===== config.mk =====
export PLATFORM = sky130hd
export DESIGN_NAME = state_mem_arbiter
export DESIGN_NICKNAME = d
export VERILOG_FILES = /design/src/rtl/rmt_state_pkg.sv /design/src/rtl/rr_arbiter.sv /design/src/rtl/state_mem_arbiter.sv
export SDC_FILE = /design/constraint.sdc
export NUM_CORES = 1
export LEC_CHECK = 0
export ABC_CLOCK_PERIOD_IN_PS = 3600
export CORE_MARGIN = 10
export CORE_UTILIZATION = 30
export CTS_BUF_LIST = sky130_fd_sc_hd__clkbuf_4 sky130_fd_sc_hd__clkbuf_8
export CTS_CLUSTER_DIAMETER = 30
export DETAILED_ROUTE_END_ITERATION = 8
export PLACE_DENSITY = 0.72
export SLEW_MARGIN = 20
export SYNTH_ARGS = -nofsm -noshare
export SYNTH_HDL_FRONTEND = slang
export SYNTH_SLANG_ARGS = --single-unit

===== constraint.sdc =====
create_clock -name clk -period 3.6 [get_ports clk]
set_input_delay 1.08 -clock clk [delete_from_list [all_inputs] [get_ports clk]]
set_output_delay 1.08 -clock clk [all_outputs]
set_load 0.03 [all_outputs]

===== src/rtl/rmt_state_pkg.sv =====
// Shared definitions for the stateful-memory arbiter.
// Holds the ALU op encodings, the arbiter FSM state encoding, the page-table
// entry width and a helper that decides whether an access exceeds its page.
package rmt_state_pkg;

    // The ALU op codes that arrive on req_op.
    typedef enum logic [1:0] {
        OpNop   = 2'b00,
        OpLoad  = 2'b01,
        OpStore = 2'b10,
        OpLoadd = 2'b11
    } op_e;

    typedef enum logic [2:0] {
        StIdle  = 3'd0,
        StRead  = 3'd1,
        StData  = 3'd2,
        StWrite = 3'd3,
        StResp  = 3'd4
    } state_e;

    // A page-table entry is {addr_len[15:8], base_addr[7:0]}.
    localparam int unsigned PageWidth = 16;

    // The address is relative to the tenant page. Any address strictly above
    // addr_len is outside the page.
    function automatic logic page_overflow(input logic [7:0] addr, input logic [PageWidth-1:0] page);
        return addr > page[15:8];
    endfunction

endpackage


===== src/rtl/rr_arbiter.sv =====
// Round-robin grant for the stateful-memory arbiter.
// Ports:
//   clk, rst_n  clock, synchronous active-low reset
//   i_req       per-requester request
//   i_advance   the current grant was taken, so move the priority past it
//   o_grant     one-hot grant, or zero when nobody requests
// Priority starts at the index after the last advanced grant. After reset,
// requester 0 has top priority.
module rr_arbiter #(
    parameter int unsigned NUM_REQ = 4
) (
    input  logic               clk,
    input  logic               rst_n,
    input  logic [NUM_REQ-1:0] i_req,
    input  logic               i_advance,
    output logic [NUM_REQ-1:0] o_grant
);

    localparam int unsigned IdWidth = $clog2(NUM_REQ);

    logic [IdWidth-1:0] r_last;
    logic [IdWidth-1:0] w_grant_idx;
    logic [NUM_REQ-1:0] w_mask;
    logic [NUM_REQ-1:0] w_req_hi;

    // Requesters above the last winner get first pick. The lowest set bit of
    // that group wins. When the group is empty, the search wraps to the
    // lowest requester overall.
    always_comb begin
        w_mask = '0;
        for (int i = 0; i < NUM_REQ; i++) begin
            w_mask[i] = (i > int'(r_last));
        end
    end

    assign w_req_hi = i_req & w_mask;
    assign o_grant  = (|w_req_hi) ? (w_req_hi & (-w_req_hi)) : (i_req & (-i_req));

    always_comb begin
        w_grant_idx = '0;
        for (int i = 0; i < NUM_REQ; i++) begin
            if (o_grant[i]) begin
                w_grant_idx = IdWidth'(i);
            end
        end
    end

    always_ff @(posedge clk) begin
        if (!rst_n) begin
            r_last <= IdWidth'(NUM_REQ - 1);
        end else if (i_advance) begin
            r_last <= w_grant_idx;
        end
    end

endmodule


===== src/rtl/state_mem_arbiter.sv =====
// Stateful-RAM arbiter. Several ALU requesters share one single-port RAM.
// It serves one transaction at a time, and a LOADD read-modify-write is never
// split by another transaction.
// Ports:
//   clk, rst_n                 clock, synchronous active-low reset
//   req_valid/req_ready        per-requester request handshake (ready is one-hot)
//   req_op/addr/wdata/page     per-requester packed request fields
//   resp_valid/resp_ready      per-requester response handshake
//   resp_data, resp_overflow   shared response bus, qualified by resp_valid
//   ram_addr/we/din, ram_dout  RAM port; read data arrives one cycle after ram_addr
module state_mem_arbiter
    import rmt_state_pkg::*;
#(
    parameter int unsigned NUM_REQ    = 4,
    parameter int unsigned DATA_WIDTH = 32,
    parameter int unsigned ADDR_WIDTH = 5
) (
    input  logic                            clk,
    input  logic                            rst_n,
    input  logic [NUM_REQ-1:0]              req_valid,
    output logic [NUM_REQ-1:0]              req_ready,
    input  logic [2*NUM_REQ-1:0]            req_op,
    input  logic [ADDR_WIDTH*NUM_REQ-1:0]   req_addr,
    input  logic [DATA_WIDTH*NUM_REQ-1:0]   req_wdata,
    input  logic [PageWidth*NUM_REQ-1:0]    req_page,
    output logic [NUM_REQ-1:0]              resp_valid,
    input  logic [NUM_REQ-1:0]              resp_ready,
    output logic [DATA_WIDTH-1:0]           resp_data,
    output logic                            resp_overflow,
    output logic [ADDR_WIDTH-1:0]           ram_addr,
    output logic                            ram_we,
    output logic [DATA_WIDTH-1:0]           ram_din,
    input  logic [DATA_WIDTH-1:0]           ram_dout
);

    localparam int unsigned IdWidth = $clog2(NUM_REQ);

    state_e                r_state;
    state_e                w_state_next;
    logic [IdWidth-1:0]    r_id;
    op_e                   r_op;
    logic [ADDR_WIDTH-1:0] r_addr;
    logic [DATA_WIDTH-1:0] r_wdata;
    logic [7:0]            r_base;
    logic                  r_overflow;
    logic [DATA_WIDTH-1:0] r_rdata;

    logic [NUM_REQ-1:0]    w_grant;
    logic                  w_accept;
    logic [IdWidth-1:0]    w_sel_id;
    op_e                   w_sel_op;
    logic [ADDR_WIDTH-1:0] w_sel_addr;
    logic [DATA_WIDTH-1:0] w_sel_wdata;
    logic [PageWidth-1:0]  w_sel_page;
    logic                  w_sel_overflow;
    logic [ADDR_WIDTH-1:0] w_phys;
    logic [DATA_WIDTH-1:0] w_rmw;
    logic [DATA_WIDTH-1:0] w_result;
    logic [NUM_REQ-1:0]    w_id_onehot;

    rr_arbiter #(
        .NUM_REQ(NUM_REQ)
    ) u_rr_arbiter (
        .clk      (clk),
        .rst_n    (rst_n),
        .i_req    (req_valid),
        .i_advance(w_accept),
        .o_grant  (w_grant)
    );

    // A grant is only offered in IDLE, and only to a valid requester, so the
    // offered grant and the transfer are the same event.
    assign w_accept = rst_n && (r_state == StIdle) && (|w_grant);

    // Select the granted requester's fields. The grant is one-hot, so at most
    // one loop iteration assigns.
    always_comb begin
        w_sel_id    = '0;
        w_sel_op    = OpNop;
        w_sel_addr  = '0;
        w_sel_wdata = '0;
        w_sel_page  = '0;
        for (int i = 0; i < NUM_REQ; i++) begin
            if (w_grant[i]) begin
                w_sel_id    = IdWidth'(i);
                w_sel_op    = op_e'(req_op[2*i +: 2]);
                w_sel_addr  = req_addr[ADDR_WIDTH*i +: ADDR_WIDTH];
                w_sel_wdata = req_wdata[DATA_WIDTH*i +: DATA_WIDTH];
                w_sel_page  = req_page[PageWidth*i +: PageWidth];
            end
        end
    end

    assign w_sel_overflow = page_overflow(8'(w_sel_addr), w_sel_page);

    // The physical address wraps modulo the RAM size.
    assign w_phys = ADDR_WIDTH'(r_base) + r_addr;
    assign w_rmw  = r_rdata + DATA_WIDTH'(1);

    always_comb begin
        w_id_onehot = '0;
        for (int i = 0; i < NUM_REQ; i++) begin
            w_id_onehot[i] = (r_id == IdWidth'(i));
        end
    end

    always_comb begin
        w_result = '0;
        if (!r_overflow) begin
            case (r_op)
                OpLoad:  w_result = r_rdata;
                OpLoadd: w_result = w_rmw;
                OpStore: w_result = r_wdata;
                default: w_result = '0;
            endcase
        end
    end

    always_ff @(posedge clk) begin
        if (!rst_n) begin
            r_state <= StIdle;
        end else begin
            r_state <= w_state_next;
        end
    end

    always_ff @(posedge clk) begin
        if (!rst_n) begin
            r_id       <= '0;
            r_op       <= OpNop;
            r_addr     <= '0;
            r_wdata    <= '0;
            r_base     <= '0;
            r_overflow <= 1'b0;
            r_rdata    <= '0;
        end else begin
            if (w_accept) begin
                r_id       <= w_sel_id;
                r_op       <= w_sel_op;
                r_addr     <= w_sel_addr;
                r_wdata    <= w_sel_wdata;
                r_base     <= w_sel_page[7:0];
                r_overflow <= w_sel_overflow;
            end
            if (r_state == StData) begin
                r_rdata <= ram_dout;
            end
        end
    end

    always_comb begin
        w_state_next = r_state;
        case (r_state)
            StIdle: begin
                if (w_accept) begin
                    if (w_sel_overflow || (w_sel_op == OpNop)) begin
                        w_state_next = StResp;
                    end else if (w_sel_op == OpStore) begin
                        w_state_next = StWrite;
                    end else begin
                        w_state_next = StRead;
                    end
                end
            end
            StRead:  w_state_next = StData;
            StData:  w_state_next = (r_op == OpLoadd) ? StWrite : StResp;
            StWrite: w_state_next = StResp;
            StResp: begin
                if (|(resp_ready & w_id_onehot)) begin
                    w_state_next = StIdle;
                end
            end
            default: w_state_next = StIdle;
        endcase
    end

    // All outputs are forced to zero while rst_n is low. This keeps an
    // interrupted transaction from writing RAM or responding during the
    // reset cycle.
    always_comb begin
        req_ready     = '0;
        resp_valid    = '0;
        resp_data     = '0;
        resp_overflow = 1'b0;
        ram_addr      = '0;
        ram_we        = 1'b0;
        ram_din       = '0;
        if (rst_n) begin
            case (r_state)
                StIdle: req_ready = w_accept ? w_grant : '0;
                StRead: ram_addr = w_phys;
                StWrite: begin
                    ram_addr = w_phys;
                    ram_we   = 1'b1;
                    ram_din  = (r_op == OpLoadd) ? w_rmw : r_wdata;
                end
                StResp: begin
                    resp_valid    = w_id_onehot;
                    resp_data     = w_result;
                    resp_overflow = r_overflow;
                end
                default: ;
            endcase
        end
    end

endmodule


# After elaboration in Yosys (flattened, before gate mapping)
# Cells that the tools add are included.
[totals]
ff_bits = 84
inputBits = 262
output_inout_bits = 79
wordCells = 89
[classes]
n_addsub = 4
order_cmp = 4
eq_ne = 13
muxes = 44
bitwise = 4
reduce_logical = 11
[ops]
columns = ["op", "count"]
rows = [
  ["2-to-1 mux 32 bit", 10],
  ["case mux 32 bit (3 select lines)", 1],
  ["2-to-1 mux 16 bit", 4],
  ["adder 32 x 1 -> 32 bit (second input constant)", 1],
  ["2-to-1 mux 5 bit", 6],
  ["2-to-1 mux 4 bit", 6],
  ["bitwise AND 4 bit", 4],
  ["case mux 3 bit (5 select lines)", 1],
  ["2-to-1 mux 2 bit", 7],
  ["2-to-1 mux 3 bit", 4],
  ["OR reduction 4 bit", 3],
  ["== test 2 bit (second input constant)", 5],
  ["greater-than comparator 5 x 8 -> 1 bit", 1],
  ["negator 4 bit", 2],
  ["== test 3 x 2 -> 1 bit (second input constant)", 2],
  ["adder 5 bit", 1],
  ["2-to-1 mux 1 bit", 5],
  ["== test 2 x 1 -> 1 bit (second input constant)", 2],
  ["greater-than comparator 2 bit (first input constant)", 2],
  ["zero test 2 bit", 2],
  ["inequality test 2 bit (second input constant)", 2],
  ["== test 3 x 1 -> 1 bit (second input constant)", 1],
  ["== test 3 bit (second input constant)", 1],
  ["zero test 3 bit", 1],
  ["5 further kinds", 6],
]

# Longest topological paths before layout
[logic_depth]
word_depth = 14
ltp_mapped = 16
mapped_depth_nobuf = 13

# Modules after synthesis
# From an unflattened synthesis, not the netlist that was laid out.
[unflattened]
hier_cells = 874
area_unflattened_um2 = 6522.5
[by_module_without_submodules]
columns = ["module", "instances", "cells_per_inst", "area_per_inst_um2", "seq_area_each_um2"]
rows = [
  ["state_mem_arbiter", 1, 843, 6292.3, 1641.6],
  ["rr_arbiter", 1, 31, 230.2, 40.0],
]

# Least setup slack after synthesis
# Ideal clock, no wire load.
[synth_path]
kind = "input to output"
from = "in rst_n"
to = "out resp_data[20]"
t_arrival_ns = 2.621
required_ns = 2.520
path_slack_ns = -0.101
cell_stages = 4
n_path_buf = 0
path_cell_list = "nand3_1 nor3_2 nand2_1 o21ai_0"
[synth_via]
elab_chain_cells = 1
[synth_lines]
columns = ["item", "line", "text"]
rows = [
  ["start: declaration", "state_mem_arbiter.sv:19", "input logic rst_n,"],
  ["2-to-1 mux 32 bit", "state_mem_arbiter.sv:188", "if (rst_n) begin"],
  ["end: declaration", "state_mem_arbiter.sv:28", "output logic [DATA_WIDTH-1:0] resp_data,"],
]
# No other way between the ends.

# Final worst setup path
[layout_path]
from = "in req_valid[2]"
to = "out req_ready[0]"
[layout_via]
elab_chain_cells = 9
elab_cells_between_ends = 12
classes_between = "add/sub (2); mux (4); bitwise (3); reduce/logical (3)"
[layout_lines]
columns = ["item", "line", "text"]
rows = [
  ["start: declaration", "state_mem_arbiter.sv:20", "input logic [NUM_REQ-1:0] req_valid,"],
  ["bitwise AND 4 bit", "rr_arbiter.sv:36", "assign w_req_hi = i_req & w_mask;"],
  ["negator 4 bit", "rr_arbiter.sv:37", "assign o_grant = (|w_req_hi) ? (w_req_hi & (-w_req_hi)) : (i_req & (-i_req));"],
  ["bitwise AND 4 bit", "rr_arbiter.sv:37", ""],
  ["2-to-1 mux 4 bit *", "rr_arbiter.sv:37", ""],
  ["OR reduction 4 bit", "state_mem_arbiter.sv:73", "assign w_accept = rst_n && (r_state == StIdle) && (|w_grant);"],
  ["logical AND 1 bit", "state_mem_arbiter.sv:73", ""],
  ["2-to-1 mux 4 bit *", "state_mem_arbiter.sv:190", "StIdle: req_ready = w_accept ? w_grant : '0;"],
  ["2-to-1 mux 4 bit *", "state_mem_arbiter.sv:189", "case (r_state)"],
  ["2-to-1 mux 4 bit *", "state_mem_arbiter.sv:188", ""],
  ["end: declaration", "state_mem_arbiter.sv:21", "output logic [NUM_REQ-1:0] req_ready,"],
]
# Every way passes the cells marked *; elsewhere a longest branch is shown, timed or not.

==> qor.csv <==
stage,metric,value,unit
detailed_routing,Pre-Repair DR Iteration Count,9,
timing,RSZ-0062 raised after global routing,yes,
timing,highest clock rate,281,MHz
logic_synthesis,ys flop type,dfxtp_1,
min_path,hold path startpoint,r_addr[3]$_SDFFE_PN0P_,
worst_setup_path,Critical R2R Launch,u_rr_arbiter.r_last[0]$_SDFFE_PN1P_,
job,Max-cap violations,0,
timing,Fin. Hold Viols,0,
worst_setup_path,most frequent CP cell,buf_4,
global_route,total track usage,0.213,
layout,nets,1492,
logic_synthesis,Synth Instances,871,
worst_setup_path,worst-path cell chain,dlygate4sd2_1 > nor2_2 > o221a_4 > buf_4 > buf_6 > and3_1 > buf_4,
floorplanning,total die area,27300,um^2
global_route,initial antenna violation count,1,
placement,Routability Congestion,0.922,
cts,number of H-tree levels,3,
detailed_routing,drt wl/cell,20.7,um
floorplanning,Initial Util,0.303,
floorplanning,die span in x,165,um
cts,clock transition at the registers of the reported paths,90,ps
detailed_routing,Iteration-0 DRC Markers,568,
cts,CTS max path bufs,2,
power,PwrDens,474,nW/um^2
logic_synthesis,"FF+latch count, synth",84,
timing,Relative slew margins,0.482,
timing,"Period Utilization, post-route",0.989,
detailed_routing,vias per cell,5.43,
layout,fin cells,1498,
worst_setup_path,slack of the worst reg-to-reg path,480,ps
cts,CTS tree,built,
layout,final core occ,0.515,
power,P_leak,0.00400,uW
detailed_routing,Final ANT Viol Nets,0,
logic_synthesis,sequential area share after synthesis,0.266,
global_route,overall overflow remaining after global route,0,
placement,# port buffers,328,
global_route,largest net degree at the start of global routing,73,
logic_synthesis,Syn Std Cell Area,6330,um^2
logic_synthesis,Netlist cell types,61,
timing,final slew viol count,0,
logic_synthesis,Yosys top cell area share,0.266,
outcome,status,finished clean,
min_path,Hold Path End,r_addr[3]$_SDFFE_PN0P_,
cts,CTS Hold Buffers Added,0,
logic_synthesis,"EDFF count, synth",0,
logic_synthesis,ys async rst share,0,
detailed_routing,vias,8129,
timing,Final setup viols,0,
min_path,Hold Crit Class,flip-flop to flip-flop,
cts,Root Driver,clkbuf_8,
global_route,number of global-route vias before repair,8202,
min_path,Hold Path Stages,2,
timing,clk_skew,11.1,ps
power,Max IR drop VDD,0.255,mV
layout,layout cells sized above 1,0.216,
logic_synthesis,largest area contributor in the netlist,dfxtp_1,
layout,area grow syn2layout,70.1,%
worst_setup_path,Setup Crit Path Kind,primary input to primary output,
logic_synthesis,syn avg cell area,7.26,um^2
floorplanning,Core Area,20900,um^2
logic_synthesis,syn_nets,1144,
floorplanning,chip height,165,um
worst_setup_path,highest cell delay on the worst timing path,290,ps
global_route,global-route wire length before repair,45200,um
detailed_routing,final wirelength,31000,um
placement,placed cell count,1470,
cts,clk_lat worst skew,370,ps
logic_synthesis,YS warnings,0,
cts,CTS sink count,84,
worst_setup_path,Worst EP arrival,2480,ps
worst_setup_path,Crit. End Element,primary output,
floorplanning,Site Rows,53,
logic_synthesis,synth top area cells,"dfxtp_1, nand2_1, a21oi_1",
cts,total CTS buffers,9,
worst_setup_path,crit path launch type,primary input,
worst_setup_path,crit path max fanout,19,
worst_setup_path,R2R depth,12,
detailed_routing,DRC,0,
worst_setup_path,RR Endpoint,r_state[0]$_SDFFE_PN0P_,
timing,minimum clock period,3560,ps
worst_setup_path,"Req. time, crit path",2520,ps
placement,HPWL after DPL,24200,um
worst_setup_path,critical path's slowest cell,dlygate4sd2_1,
timing,actual slew at the worst max-slew pin,774,ps
floorplanning,# IOs,341,
[critical path, delay by kind of cell]
kind                   cells  cell delay, ps
AND/OR/NAND/NOR            2             360
buffers and inverters      4             790
AO/OA/AOI/OAI              1             240
[worst max path at each step]
| stage | slack [ps] | from | to |
|---|---|---|---|
| 2_1_floorplan | -100 | rst_n | resp_data[20] |
| 3_3_place_gp | -470 | req_valid[1] | r_state[0]$_SDFFE_PN0P_ |
| 3_5_place_dp | -570 | req_valid[1] | r_state[0]$_SDFFE_PN0P_ |
| 4_1_cts | 2 | r_rdata[1]$_SDFFE_PN0N_ | resp_data[26] |
| 5_1_grt | -60 | r_rdata[10]$_SDFFE_PN0N_ | resp_data[19] |
| 6_report | 40 | req_valid[2] | req_ready[0] |
[where the power goes]
group,internal [uW],total (uW),leakage [uW],switching [uW]
Sequential,1230,1560,0.000696,325
Combinational,1250,2920,0.00323,1670
Clock,261,625,0.0000763,364
[layout by cell type (no fill, tap or decap), types with 14 or more instances in the layout]
| cell type | synthesis | final |
|---|---|---|
| clkdlybuf4s50_1 | 0 | 244 |
| buf_4 | 1 | 143 |
| nand2_1 | 135 | 132 |
| a21oi_1 | 93 | 91 |
| nor2_1 | 83 | 78 |
| dfxtp_1 | 84 | 73 |
| o21ai_0 | 68 | 54 |
| a222oi_1 | 45 | 45 |
| a21boi_0 | 37 | 37 |
| xor2_1 | 30 | 30 |
| xnor2_1 | 22 | 22 |
| buf_12 | 0 | 20 |
| nand3_1 | 23 | 19 |
| a211oi_1 | 33 | 19 |
| a211oi_2 | 1 | 15 |
| o21ai_1 | 0 | 14 |
[per-layer routing]
metal	track usage	wire length (um)	up-vias
li1	-	-	3889
met1	0.239	12200	3853
met2	0.368	15100	337
met3	0.0669	2770	50
met4	0.0797	954	0
met5	0	0	-
[flip-flops by register name, summed over array words and instances, names as in the netlist]
| name | count |
|---|---|
| r_rdata | 32 |
| r_wdata | 32 |
| r_addr | 5 |
| r_base | 5 |
| r_state | 3 |
| r_id | 2 |
| r_op | 2 |
| u_rr_arbiter.r_last | 2 |
| r_overflow | 1 |
[synth_stat cells, types with 3 or more instances]
library cell,number
mux2_2,6
nand2b_1,4
buf_1,12
a222oi_1,45
xnor2_1,22
or3_1,5
o21ai_0,68
nand4_1,9
a21o_1,3
a22oi_1,7
nor2b_1,3
o211ai_1,3
a21oi_1,93
inv_1,8
nand2_1,135
buf_2,13
o211a_1,3
and2_1,3
xor2_1,30
dfxtp_1,84
and3_1,11
ha_1,10
a21boi_0,37
nand3_1,23
nor3_2,3
clkbuf_1,55
mux2i_1,3
nor2_1,83
a211oi_1,33
a221o_1,5
a32oi_1,5
nor3_1,10
[cell type report]
class	count	area, um^2
repair buffers	419	4030
diodes	1	2.50
flip-flops and latches	84	1700
fillers	2024	10100
multi-input cells	696	4490
inverters	9	33.8
clock buffers	10	138
well taps	275	344
clock inverters	4	27.5
[stage by stage]
step	hold slack (ps)	setup TNS [ps]	worst slack, ps	power, uW	area, um^2
final	478	0	41.1	5100	10800
after global routing	509	-401	-64.9	5500	10800
after detailed placement	468	-3220	-570	4390	10300
after floorplan	448	-1010	-101	3240	6330
after CTS	481	0	2.12	5080	10600
after global placement	459	-2860	-472	4330	10300
[logic make-up (layout without fill, tap and decap cells)]
logic type / after synthesis / in the layout / share of synthesized area
xor+xnor: 52 / 52 / 0.0720
mux: 10 / 10 / 0.0190
flops: 84 / 84 / 0.266
simple gates: 307 / 307 / 0.222
other cells: 0 / 1 / 0
compound gates: 316 / 316 / 0.340
buf+inv: 91 / 442 / 0.0583
fa+ha+maj: 11 / 11 / 0.0229
[what timing repair did]
action,CTS,global route
gates resized for setup,34,46
setup endpoints to repair,32,41
pin swaps,7,7
buffers inserted,6,7
Note: power is estimated with default switching activity, not from simulation.
